`src/rtl/cpu_pkg.sv`:
```
// rtl/cpu_pkg.sv - shared dm_ctrl codes and MEM/WB state encoding
package cpu_pkg;

  localparam logic [2:0] DM_WORD   = 3'b000;
  localparam logic [2:0] DM_HALF   = 3'b001;
  localparam logic [2:0] DM_HALF_U = 3'b010;
  localparam logic [2:0] DM_BYTE   = 3'b011;
  localparam logic [2:0] DM_BYTE_U = 3'b100;

  typedef enum logic {
    ST_IDLE = 1'b0,
    ST_WAIT = 1'b1
  } state_t;

endpackage

```
`src/rtl/load_align.sv`:
```
// rtl/load_align.sv - selects the addressed half/byte of a load word and extends it
module load_align
  import cpu_pkg::*;
(
  input  logic [2:0]  dm_ctrl,
  input  logic [1:0]  addr,
  input  logic [31:0] raw,
  output logic [31:0] data
);

  logic [15:0] half;
  logic [7:0]  lane;

  // pick the lane selected by the low address bits, then extend per access size
  always_comb begin
    half = addr[1] ? raw[31:16] : raw[15:0];
    case (addr)
      2'd0:    lane = raw[7:0];
      2'd1:    lane = raw[15:8];
      2'd2:    lane = raw[23:16];
      default: lane = raw[31:24];
    endcase
    case (dm_ctrl)
      DM_HALF:   data = {{16{half[15]}}, half};
      DM_HALF_U: data = {16'h0000, half};
      DM_BYTE:   data = {{24{lane[7]}}, lane};
      DM_BYTE_U: data = {24'h000000, lane};
      default:   data = raw;
    endcase
  end

endmodule

```
`src/rtl/mem_wb_stage.sv`:
```
// rtl/mem_wb_stage.sv - MEM/WB boundary: data-memory wait/stall/timeout and WB register
module mem_wb_stage
  import cpu_pkg::*;
#(
  parameter int TIMEOUT = 16,
  parameter int CNT_W   = 8
) (
  input  logic        clk,
  input  logic        rstn,
  input  logic        MEM_valid,
  input  logic [31:0] MEM_aluout,
  input  logic [2:0]  MEM_dm_ctrl,
  input  logic        MEM_mem_r,
  input  logic        MEM_mem_w,
  input  logic [31:0] MEM_Data_in,
  input  logic        mem_ready,
  input  logic [4:0]  MEM_rd,
  input  logic        MEM_RegWrite,
  input  logic [1:0]  MEM_WDSel,
  input  logic [31:0] MEM_PC,
  input  logic        flush,
  output logic        mem_stall,
  output logic        bus_err,
  output logic        WB_valid,
  output logic [31:0] WB_aluout,
  output logic [31:0] WB_MemData,
  output logic [4:0]  WB_rd,
  output logic        WB_RegWrite,
  output logic [1:0]  WB_WDSel,
  output logic [31:0] WB_PC
);

  state_t           state;
  state_t           state_nxt;
  logic [CNT_W-1:0] cnt;
  logic             kill;
  logic             access;
  logic             cnt_at_limit;
  logic             timeout;
  logic             wb_bubble;
  logic [31:0]      load_data;

  load_align u_load_align (
    .dm_ctrl (MEM_dm_ctrl),
    .addr    (MEM_aluout[1:0]),
    .raw     (MEM_Data_in),
    .data    (load_data)
  );

  // decode the access request and the wait-limit condition
  always_comb begin
    access       = MEM_valid & (MEM_mem_r | MEM_mem_w);
    cnt_at_limit = (cnt == CNT_W'(TIMEOUT - 1));
  end

  // state register
  always_ff @(posedge clk or negedge rstn) begin
    if (!rstn) state <= ST_IDLE;
    else       state <= state_nxt;
  end

  // next state: enter WAIT on an unfinished access, leave on ready or limit
  always_comb begin
    state_nxt = state;
    case (state)
      ST_IDLE: if (access & ~mem_ready) state_nxt = ST_WAIT;
      ST_WAIT: if (~access | mem_ready | cnt_at_limit) state_nxt = ST_IDLE;
      default: state_nxt = ST_IDLE;
    endcase
  end

  // outputs: ready beats the limit; the timeout cycle releases the pipeline
  always_comb begin
    timeout   = (state == ST_WAIT) & access & ~mem_ready & cnt_at_limit;
    bus_err   = timeout;
    mem_stall = rstn & access & ~mem_ready & ~timeout;
    wb_bubble = flush | kill | ~MEM_valid | timeout;
  end

  // wait counter: 1 on the first WAIT cycle, counts while waiting
  always_ff @(posedge clk or negedge rstn) begin
    if (!rstn)                     cnt <= '0;
    else if (state_nxt != ST_WAIT) cnt <= '0;
    else if (state == ST_IDLE)     cnt <= CNT_W'(1);
    else                           cnt <= cnt + CNT_W'(1);
  end

  // sticky kill: a flush seen while stalled suppresses writeback at completion
  always_ff @(posedge clk or negedge rstn) begin
    if (!rstn)          kill <= 1'b0;
    else if (mem_stall) kill <= kill | flush;
    else                kill <= 1'b0;
  end

  // WB register: capture when not stalled, inject bubbles otherwise
  always_ff @(posedge clk or negedge rstn) begin
    if (!rstn) begin
      WB_valid    <= 1'b0;
      WB_RegWrite <= 1'b0;
      WB_aluout   <= '0;
      WB_MemData  <= '0;
      WB_rd       <= '0;
      WB_WDSel    <= '0;
      WB_PC       <= '0;
    end else if (!mem_stall) begin
      WB_valid    <= ~wb_bubble;
      WB_RegWrite <= MEM_RegWrite & ~wb_bubble;
      WB_aluout   <= MEM_aluout;
      WB_MemData  <= load_data;
      WB_rd       <= MEM_rd;
      WB_WDSel    <= MEM_WDSel;
      WB_PC       <= MEM_PC;
    end else begin
      WB_valid    <= 1'b0;
      WB_RegWrite <= 1'b0;
    end
  end

endmodule

```
`config.mk`:
```
export PLATFORM = sky130hd
export DESIGN_NAME = mem_wb_stage
export DESIGN_NICKNAME = d
export VERILOG_FILES = /design/src/rtl/cpu_pkg.sv /design/src/rtl/load_align.sv /design/src/rtl/mem_wb_stage.sv
export SDC_FILE = /design/constraint.sdc
export NUM_CORES = 1
export LEC_CHECK = 0
export ABC_CLOCK_PERIOD_IN_PS = 2200
export CAP_MARGIN = 30
export CORE_AREA = 4 4 125 127
export CTS_BUF_LIST = sky130_fd_sc_hd__clkbuf_2
export DETAILED_ROUTE_END_ITERATION = 6
export DIE_AREA = 0 0 129 131
export MAX_ROUTING_LAYER = met4
export PLACE_DENSITY = 0.81
export SYNTH_ARGS = -nofsm -noshare
export SYNTH_HDL_FRONTEND = slang
export SYNTH_HIERARCHICAL = 1
export SYNTH_SLANG_ARGS = --single-unit
```
`constraint.sdc`:
```
create_clock -name clk -period 2.2 [get_ports clk]
set_input_delay 0.22 -clock clk [delete_from_list [all_inputs] [get_ports clk]]
set_output_delay 0.22 -clock clk [all_outputs]
set_load 0.01 [all_outputs]
```
Word-level counts from Yosys, hierarchy flattened --
Cells that the tools add are included.
Cells by class: multiply operators 0, shift operators 0, $lt $le $gt $ge 0, reductions and logical operators 1, bitwise operators 21, eq/ne operators 7, divide/modulo/power cells 0, $add $sub $neg 1, mux-type cells 11
Operator list (number):
- case mux 32 bit (4 select lines) | 1
- case mux 8 bit (3 select lines) | 1
- 2-to-1 mux 16 bit | 1
- 2-to-1 mux 8 bit | 2
- bitwise AND 1 bit | 9
- adder 8 x 1 -> 8 bit (second input constant) | 1
- == test 8 x 4 -> 1 bit (second input constant) | 1
- == test 3 x 2 -> 1 bit (second input constant) | 2
- inverter 1 bit | 6
- bitwise OR 1 bit | 6
- 2-to-1 mux 1 bit | 5
- == test 3 x 1 -> 1 bit (second input constant) | 1
- == test 3 bit (second input constant) | 1
- == test 2 x 1 -> 1 bit (second input constant) | 1
- == test 2 bit (second input constant) | 1
- logical NOT 2 bit | 1
- case mux 1 bit (2 select lines) | 1
Word-level totals: ROM bits 0, latch bits 0, memories kept 0, bits in registers 115, output and inout bits 107, bits in writable memories 0, input bits 114

Longest topological paths before layout --
Gate-level depths: netlist of run 1.
depth after elaboration 9, gate-level depth with buffers 8

Hierarchy --
Netlist of run 1, hierarchy kept.
By module, submodules not included:
- mem_wb_stage | cells each 273, area an instance 4598.2 µm², seq. area each 2877.8 µm², times used 1
- load_align | cells each 151, area an instance 1141.1 µm², seq. area each 0.0 µm², times used 1

Worst setup path before layout of run 1 --
Ideal clock, no wire load.
kind reg-to-reg, from register cnt[0], to register WB_MemData[12], cell stages (with the launch flop) 9, setup slack 299 ps, required time 2075 ps, data arrival time 1776 ps, path through dfrtp_1 > ha_1 > and3_1 > nand3_1 > and3_1 > buf_6 > buf_6 > buf_6 > mux2_4
On the way: longest elaborated chain between the ends 4
RTL lines:
- start, declared | RTL line mem_wb_stage.sv:35 | logic [CNT_W-1:0] cnt;
- start signal, assigned | RTL line mem_wb_stage.sv:85 | else cnt <= cnt + CNT_W'(1);
- == test 8 x 4 -> 1 bit | RTL line mem_wb_stage.sv:53 | cnt_at_limit = (cnt == CNT_W'(TIMEOUT - 1));
- bitwise AND 1 bit | RTL line mem_wb_stage.sv:74 | timeout = (state == ST_WAIT) & access & ~mem_ready & cnt_at_limit;
- inverter 1 bit | RTL line mem_wb_stage.sv:76 | mem_stall = rstn & access & ~mem_ready & ~timeout;
- bitwise AND 1 bit | RTL line mem_wb_stage.sv:76
- end signal, assigned | RTL line mem_wb_stage.sv:109 | WB_MemData <= load_data;
- end, declared | RTL line mem_wb_stage.sv:26 | output logic [31:0] WB_MemData,
No other way between the ends. A chain may end at the register's enable or synchronous reset.

Final worst setup path of run 1 --
from register cnt[7], to output bus_err
On the way: longest elaborated chain between the ends 2
RTL lines:
- == test 8 x 4 -> 1 bit | RTL line mem_wb_stage.sv:53
- bitwise AND 1 bit | RTL line mem_wb_stage.sv:74
- end, declared | RTL line mem_wb_stage.sv:23 | output logic bus_err,
No other way between the ends.

==> impl_results.md, run 1 <==
- Synth unique cells: 38
- Worst-path clk slew: 150 ps
- DRC Markers: 0
- Async S/R FF share, synth: 100%
- DRT antenna net count: 0
- Die Y-Extent: 131 um
- TritonRoute pass-1 iters: 4
- Clock Sinks: 115
- Sw Share: 26.0%
- GPL Wtd Cong: 0.865
- Final global-route overflow total: 0
- Peak supply drop: 0.359 mV
- Largest stage delay on the critical path: 450 ps
- IO Count: 221
- Element type at the critical path end: output pin
- Hold Path Stages: 2
- Seq cells post-synth: 115
- CTS Buffer Depth: 2
- Ys flop type: dfrtp_1
- Psw: 1.39 mW
- Clk_lat worst skew: 690 ps
- Die width: 129 um
- Actual slew at the worst max-slew pin: 874 ps
- Cell Area, Synth: 5740 sq um
- Critical Setup Path Class: reg -> out
- Status: completed
- Total power: 5.34 mW
- Critical path peak fanout: 2
- Reg2Reg Depth: 9
- Largest net degree at the start of global routing: 117
- Reg-to-reg slack, setup: 70 ps
- Initial DRC count: 182
- Sequential Power Share: 44.8%
- Pre-CTS setup slack: -166 ps
- RSZ-0062 raised after global routing: yes
- F_max: 0.459 GHz
- Hold Startpoint: MEM_RegWrite
- Nets: 792
- Internal power: 3.95 mW
- RR Startpoint: cnt[7]
- Final setup viols: 0
- Syn Nets: 539
- CP Cell Sequence: nor4_4, buf_4, and3_4, and2_4, buf_6
- CTS root buf: clkbuf_2
- EDFF count, synth: 0
- Critical Path Slowest Stage Cell: dfrtp_1
- Fillers: 1,130
- TritonCTS clock tree: yes
- Clk_skew: 29.7 ps
- Hpwl dp: 12,300 um
- Worst hold path class: in -> reg
- Fraction of layout instances using a drive strength above 1: 28.4%
- Critical Path AT: 1960 ps
- Sequential area share after synthesis: 50.1%
- Fin crit period: 2180 ps
- LEAKAGE: 3.72 nW
- IO buf count: 220
- Combinational share of power: 24.5%
- Max_cap viols: 0
- # rows: 44
- First-pass GRT wire length: 25,900 um
- Starting Density: 39.8%
- Core Box Area: 14,400 sq um
- Drt total wl: 16,600 um
- H-tree Lvls: 4
- Final Max Slew Viols: 0
- GR Util All Layers: 20.6%
- Final critical-path share of the clock period: 99.1%
- Vias/cell: 5.16
- WL/cell: 18.9 um
- Post-Syn Instances: 424
- Reg2reg end: WB_MemData[22]
- Synth warn: 6
- Final worst setup slack: 19.5 ps
- Average size of a mapped cell: 13.5 sq um
- Slew HR: 41.6%
- Clk pwr share: 30.8%
- Hold endpoint: WB_RegWrite
- CTS buffer count: 17
- Pwr Density: 615 nW/um^2
- Endpoints failing hold: 0
- Vias in the first global route: 4,918
- Critical Path RT: 1980 ps
- Initial antenna violation count: 2
- Via count: 4,523
- Die Area: 16,900 sq um
- Synthesis-to-layout area growth: 51.5%
- CP startpoint kind: register
-- layout make-up --
cell class / count / area (sq um) / share of cell area (%)
Tap cell: 184 / 230 / 2.65
Timing Repair Buffer: 262 / 2610 / 30.0
Inverter: 4 / 15.0 / 0.173
Antenna cell: 2 / 5.00 / 0.0576
Multi-Input combinational cell: 277 / 2670 / 30.7
Clock buffer: 19 / 95.1 / 1.09
Sequential cell: 115 / 2880 / 33.1
Clock inverter: 13 / 189 / 2.17
-- worst max path at each step --
stage / start / end
5_1_grt: cnt[5] / bus_err
2_1_floorplan: cnt[0] / WB_MemData[12]
4_1_cts: cnt[7] / bus_err
3_3_place_gp: MEM_aluout[1] / WB_MemData[14]
6_report: cnt[7] / bus_err
3_5_place_dp: MEM_aluout[1] / WB_MemData[14]
-- power groups by stage --
stage	sequential, mW	clock, mW	combinational [mW]
after floorplan	2.49	0	0.458
after global placement	2.43	0	1.28
after detailed placement	2.43	0	1.31
after CTS	2.40	1.70	1.32
after global routing	2.42	1.81	1.39
final	2.39	1.64	1.31
-- worst max-delay path: cells and delay by family (launching register included) --
family                 cells  cell delay (ps)
buffers and inverters      2              240
and+or+nand+nor            3              600
DFF                        1              450
-- cell usage after synthesis, types with 7 or more instances --
cell        n  area share, %
a21o_1     16            2.1
a21oi_1    16            1.4
a21oi_2     7            1.1
a22o_1     13            2.0
a22oi_1     8            1.0
and2_1      7           0.76
buf_2      12            1.0
buf_6      11            2.2
dfrtp_1   115             50
mux2_2     54             11
mux2_4     50             13
mux4_1      7            3.2
nand2_1    18            1.2
nor2_1      8           0.52
nor2b_1    15            1.6
o211ai_1   11            1.4
o21ai_0    10           0.87
-- timing repair --
action | in CTS | in global routing
setup buffers | 6 | 2
endpoints found under the setup margin | 2 | 2
pin swaps | 3 | 0
hold buffers | 1 | 0
hold endpoints to repair | 115 | 0
gates resized for setup | 17 | 1
-- flip-flops by register name, indices dropped and copies added (netlist names) --
name         count
WB_MemData      32
WB_PC           32
WB_aluout       32
cnt              8
WB_rd            5
WB_WDSel         2
WB_RegWrite      1
WB_valid         1
kill             1
state            1
-- layout by cell type, fill, tap and decap left out, types with 3 or more instances in the layout --
cell             netlist  layout
clkinv_1               0       3
and3_4                 0       3
a22o_1                13      13
and2_1                 7       6
buf_6                 11       3
bufinv_16              0       5
o211ai_1              11      11
mux2_2                54      54
nor3b_1                3       3
nor2b_1               15      15
mux4_1                 7       7
clkdlybuf4s50_1        0     217
buf_4                  0      34
clkbuf_2               0      19
a21oi_2                7       7
nor2_1                 8       8
xor2_1                 4       4
dfrtp_1              115     114
a21oi_1               16      16
mux2_4                50      50
a22oi_1                8       8
nand3_1                4       3
a21o_1                16      16
buf_12                 0       7
clkinv_2               0       4
inv_1                  4       4
o21bai_1               3       3
nand2_1               18      18
o21ai_0               10      10
-- per-stage QoR --
step / instances / hold slack, ps / setup TNS (ps) / utilization, % / area (sq um)
floorplan: 424 / -75.6 / 0 / - / 5740
CTS: 872 / 22.8 / -170 / 60.1 / 8670
finish: 876 / 110 / 0 / 60.3 / 8690
detailed placement: 833 / 385 / -2730 / 57.6 / 8310
global route: 876 / 23.8 / -274 / 60.3 / 8690
global placement: 833 / 370 / -1260 / 57.6 / 8310
-- layer usage --
metal  part of all wire, %  vias up  wire (um)  GRT usage, %
li1                      -     2057          -             -
met1                    40     2236       6620          24.7
met2                    51      211       8450          33.4
met3                   7.8       19       1300          6.95
met4                   1.2        0        205          5.62
met5                     0        -          0             -
-- cells by family (layout without fill, tap and decap cells) --
group	Yosys count	count (layout)	share of synthesized area [%]
adder cells (fa/ha/maj)	2	2	0.392
XOR/XNOR	6	6	0.916
AO/OA/AOI/OAI	84	84	10.3
other	0	2	0
multiplexers	113	113	27.4
flip-flops	115	115	50.1
buffers and inverters	32	298	3.79
AND/OR/NAND/NOR	72	72	7.02
No activity file was read; power rests on OpenSTA's default activity.
==> inputs of run 2 (changes only) <==
- CORE_AREA: 4 4 125 127 -> 4 4 126 128
- DIE_AREA: 0 0 129 131 -> 0 0 130 132
- SYNTH_HIERARCHICAL: 1 -> default
==> run 2 against run 1 <==
The run now ends with negative setup slack left. Critical path type unchanged. Sequential share of layout area decreased by 0.78 points. Clock skew decreased by 6.3 ps. Final cell count up 7.4%. Hold slack better by 54 ps.
==> impl_results.md, run 2 <==
- Largest stage delay on the critical path: 420 ps
- Clk_skew: 23.4 ps
- Fraction of layout instances using a drive strength above 1: 25.5%
- Hold endpoint: WB_aluout[2]
- Final Max Slew Viols: 0
- Peak supply drop: 0.408 mV
- Final worst setup slack: -137 ps
- Critical Path Slowest Stage Cell: dfrtp_1
- Worst hold path class: in -> reg
- RSZ-0062 raised after global routing: yes
- Total power: 5.14 mW
- Ys flop type: dfrtp_1
- IO buf count: 220
- Die Y-Extent: 132 um
- TritonRoute pass-1 iters: 5
- Hpwl dp: 13,800 um
- Post-Syn Instances: 475
- Initial antenna violation count: 0
- Actual slew at the worst max-slew pin: 802 ps
- Reg-to-reg slack, setup: -110 ps
- Synthesis-to-layout area growth: 53.6%
- Reg2reg end: WB_WDSel[0]
- Hold Startpoint: MEM_aluout[2]
- Nets: 856
- Seq cells post-synth: 115
- Final setup viols: 70
- Syn Nets: 590
- Failing checks: negative setup slack
- Vias in the first global route: 5,243
- Core Util, Final: 59.9%
- Synth unique cells: 46
- CP startpoint kind: register
- Biggest registers after layout: WB_MemData x32, WB_PC x32, WB_aluout x32
- TritonCTS clock tree: yes
- WL/cell: 19.3 um
- Worst-path clk slew: 180 ps
- Final global-route overflow total: 0
- CTS Buffer Depth: 2
- # rows: 45
- Clk_lat worst skew: 650 ps
- CTS buffer count: 17
- Drt total wl: 18,200 um
- Cell Area, Synth: 5800 sq um
- Die width: 130 um
- IO Count: 221
- Sequential area share after synthesis: 49.7%
- Slew HR: 46.5%
- DRT antenna net count: 0
- Ant diodes: 0
- Async S/R FF share, synth: 100%
- Critical Path AT: 2120 ps
- F_max: 0.428 GHz
- Critical Path RT: 1980 ps
- CTS root buf: clkbuf_2
- Starting Density: 39.0%
- H-tree Lvls: 4
- Fin crit period: 2340 ps
- Element type at the critical path end: output pin
- DRC Markers: 0
- Endpoints failing hold: 0
- Final critical-path share of the clock period: 106%
- Share of the synthesized area in the top cell type: 49.7%
- Top-count cell post-synth: dfrtp_1
- Vias/cell: 5.32
- Area contributors post-synth: dfrtp_1 (50%), mux2_4 (16%), mux2_2 (5.4%)
- EDFF count, synth: 0
- Initial DRC count: 272
- Clock Sinks: 115
- Most common cell after layout, fill and taps aside: clkdlybuf4s50_1
- Hold Path Stages: 2
- CP Cell Sequence: ha_2, and3_4, and3_4, buf_6, or2_4, inv_4, buf_6
- Largest net degree at the start of global routing: 65
- RR Startpoint: cnt[1]
- GPL Wtd Cong: 0.955
- GR Util All Layers: 21.6%
- Core Box Area: 14,900 sq um
- LEAKAGE: 3.82 nW
- Critical Setup Path Class: reg -> out
- Via count: 5,003
- Critical path peak fanout: 3
- First-pass GRT wire length: 28,100 um
- Max_cap viols: 0
- Largest area contributor in the netlist: dfrtp_1
- Die Area: 17,200 sq um
- Synth cell count leaders: dfrtp_1 (115), mux2_4 (60), o21ai_0 (37)
- Synth warn: 0
- Reg2Reg Depth: 11
- Most frequent cells in the layout: clkdlybuf4s50_1 (217), dfrtp_1 (115), mux2_4 (60), buf_4 (45), o21ai_0 (37)
- Pwr Density: 577 nW/um^2
- Status: complete, but fails checks
- Average size of a mapped cell: 12.2 sq um
==> run 2: cell count changes in the layout (fill, tap and decap cells not counted), moves of 9 or more <==
cell / before / now
mux2i_1: 1 / 14
a22o_1: 13 / 1
mux2_4: 50 / 60
nor3_1: 2 / 23
a31oi_1: 0 / 10
buf_4: 34 / 45
o2bb2ai_1: 0 / 18
nand3_1: 3 / 18
o21ai_0: 10 / 37
o211ai_1: 11 / 2
a21o_1: 16 / 0
mux2_2: 54 / 28
==> run 2: metal layers <==
layer / wire (um) / global-route usage (%) / up-vias
met5: 0 / - / -
met4: 409 / 6.81 / 0
met3: 1540 / 7.09 / 30
met2: 9260 / 35.8 / 215
met1: 7000 / 24.6 / 2480
li1: - / - / 2278
==> run 2: cell families (layout without fill, tap and decap cells) <==
family	count (synthesis)	after routing	synth area share, %
buffers and inverters	44	322	3.97
muxes	104	104	24.2
and+or+nand+nor	106	106	9.50
AOI/OAI and AO/OA	95	95	10.9
DFF	115	115	49.7
xor gates and xnor gates	7	7	1.06
adders and majority gates	4	4	0.734
==> run 2: layout make-up <==
class,instances,area [sq um]
Fill cell,1199,5960
Sequential cell,115,2880
Timing Repair Buffer,283,2810
Multi-Input combinational cell,316,2710
Tap cell,188,235
Clock inverter,11,136
Clock buffer,20,100
Inverter,8,32.5
==> run 2: repair_timing <==
item / CTS / global route
setup buffers: 11 / 10
resized for setup: 21 / 13
pin swaps: 5 / 0
hold buffers: 1 / 0
cloned: 2 / 0
setup endpoints to repair: 6 / 73
endpoints found under the hold margin: 51 / 0
==> run 2: metrics by stage <==
step | hold slack [ps] | cells | setup TNS, ps | area [sq um] | setup slack, ps
global route | 46.0 | 941 | -8530 | 8900 | -277
floorplan | -75.6 | 475 | 0 | 5800 | 60.5
global placement | 390 | 887 | 0 | 8360 | 82.1
finish | 164 | 941 | -4980 | 8900 | -137
CTS | 55.6 | 932 | -2740 | 8760 | -226
detailed placement | 417 | 887 | 0 | 8360 | 10.9
==> run 2: worst max-delay path: cells and delay by family (launching register included) <==
kind	cells	cell delay [ps]
buffers and inverters	3	270
AND/OR/NAND/NOR	3	590
adder cells (fa/ha/maj)	1	200
flip-flops	1	420
==> run 2: report_power, final <==
part           switching [mW]  total, mW  internal [mW]
Combinational           0.532       1.32          0.788
Sequential              0.104       2.39           2.28
Clock                   0.799       1.43          0.633
==> run 2: worst max-delay path by stage <==
stage              start         to  slack (ps)  cells after the start
2_1_floorplan     cnt[0]   WB_PC[0]          60                      9
3_3_place_gp   MEM_mem_w   WB_rd[3]          80                      7
3_5_place_dp   MEM_mem_w   WB_rd[3]          10                      7
4_1_cts           cnt[0]  mem_stall        -230                      7
5_1_grt           cnt[1]  mem_stall        -280                      7
6_report          cnt[1]  mem_stall        -140                      7
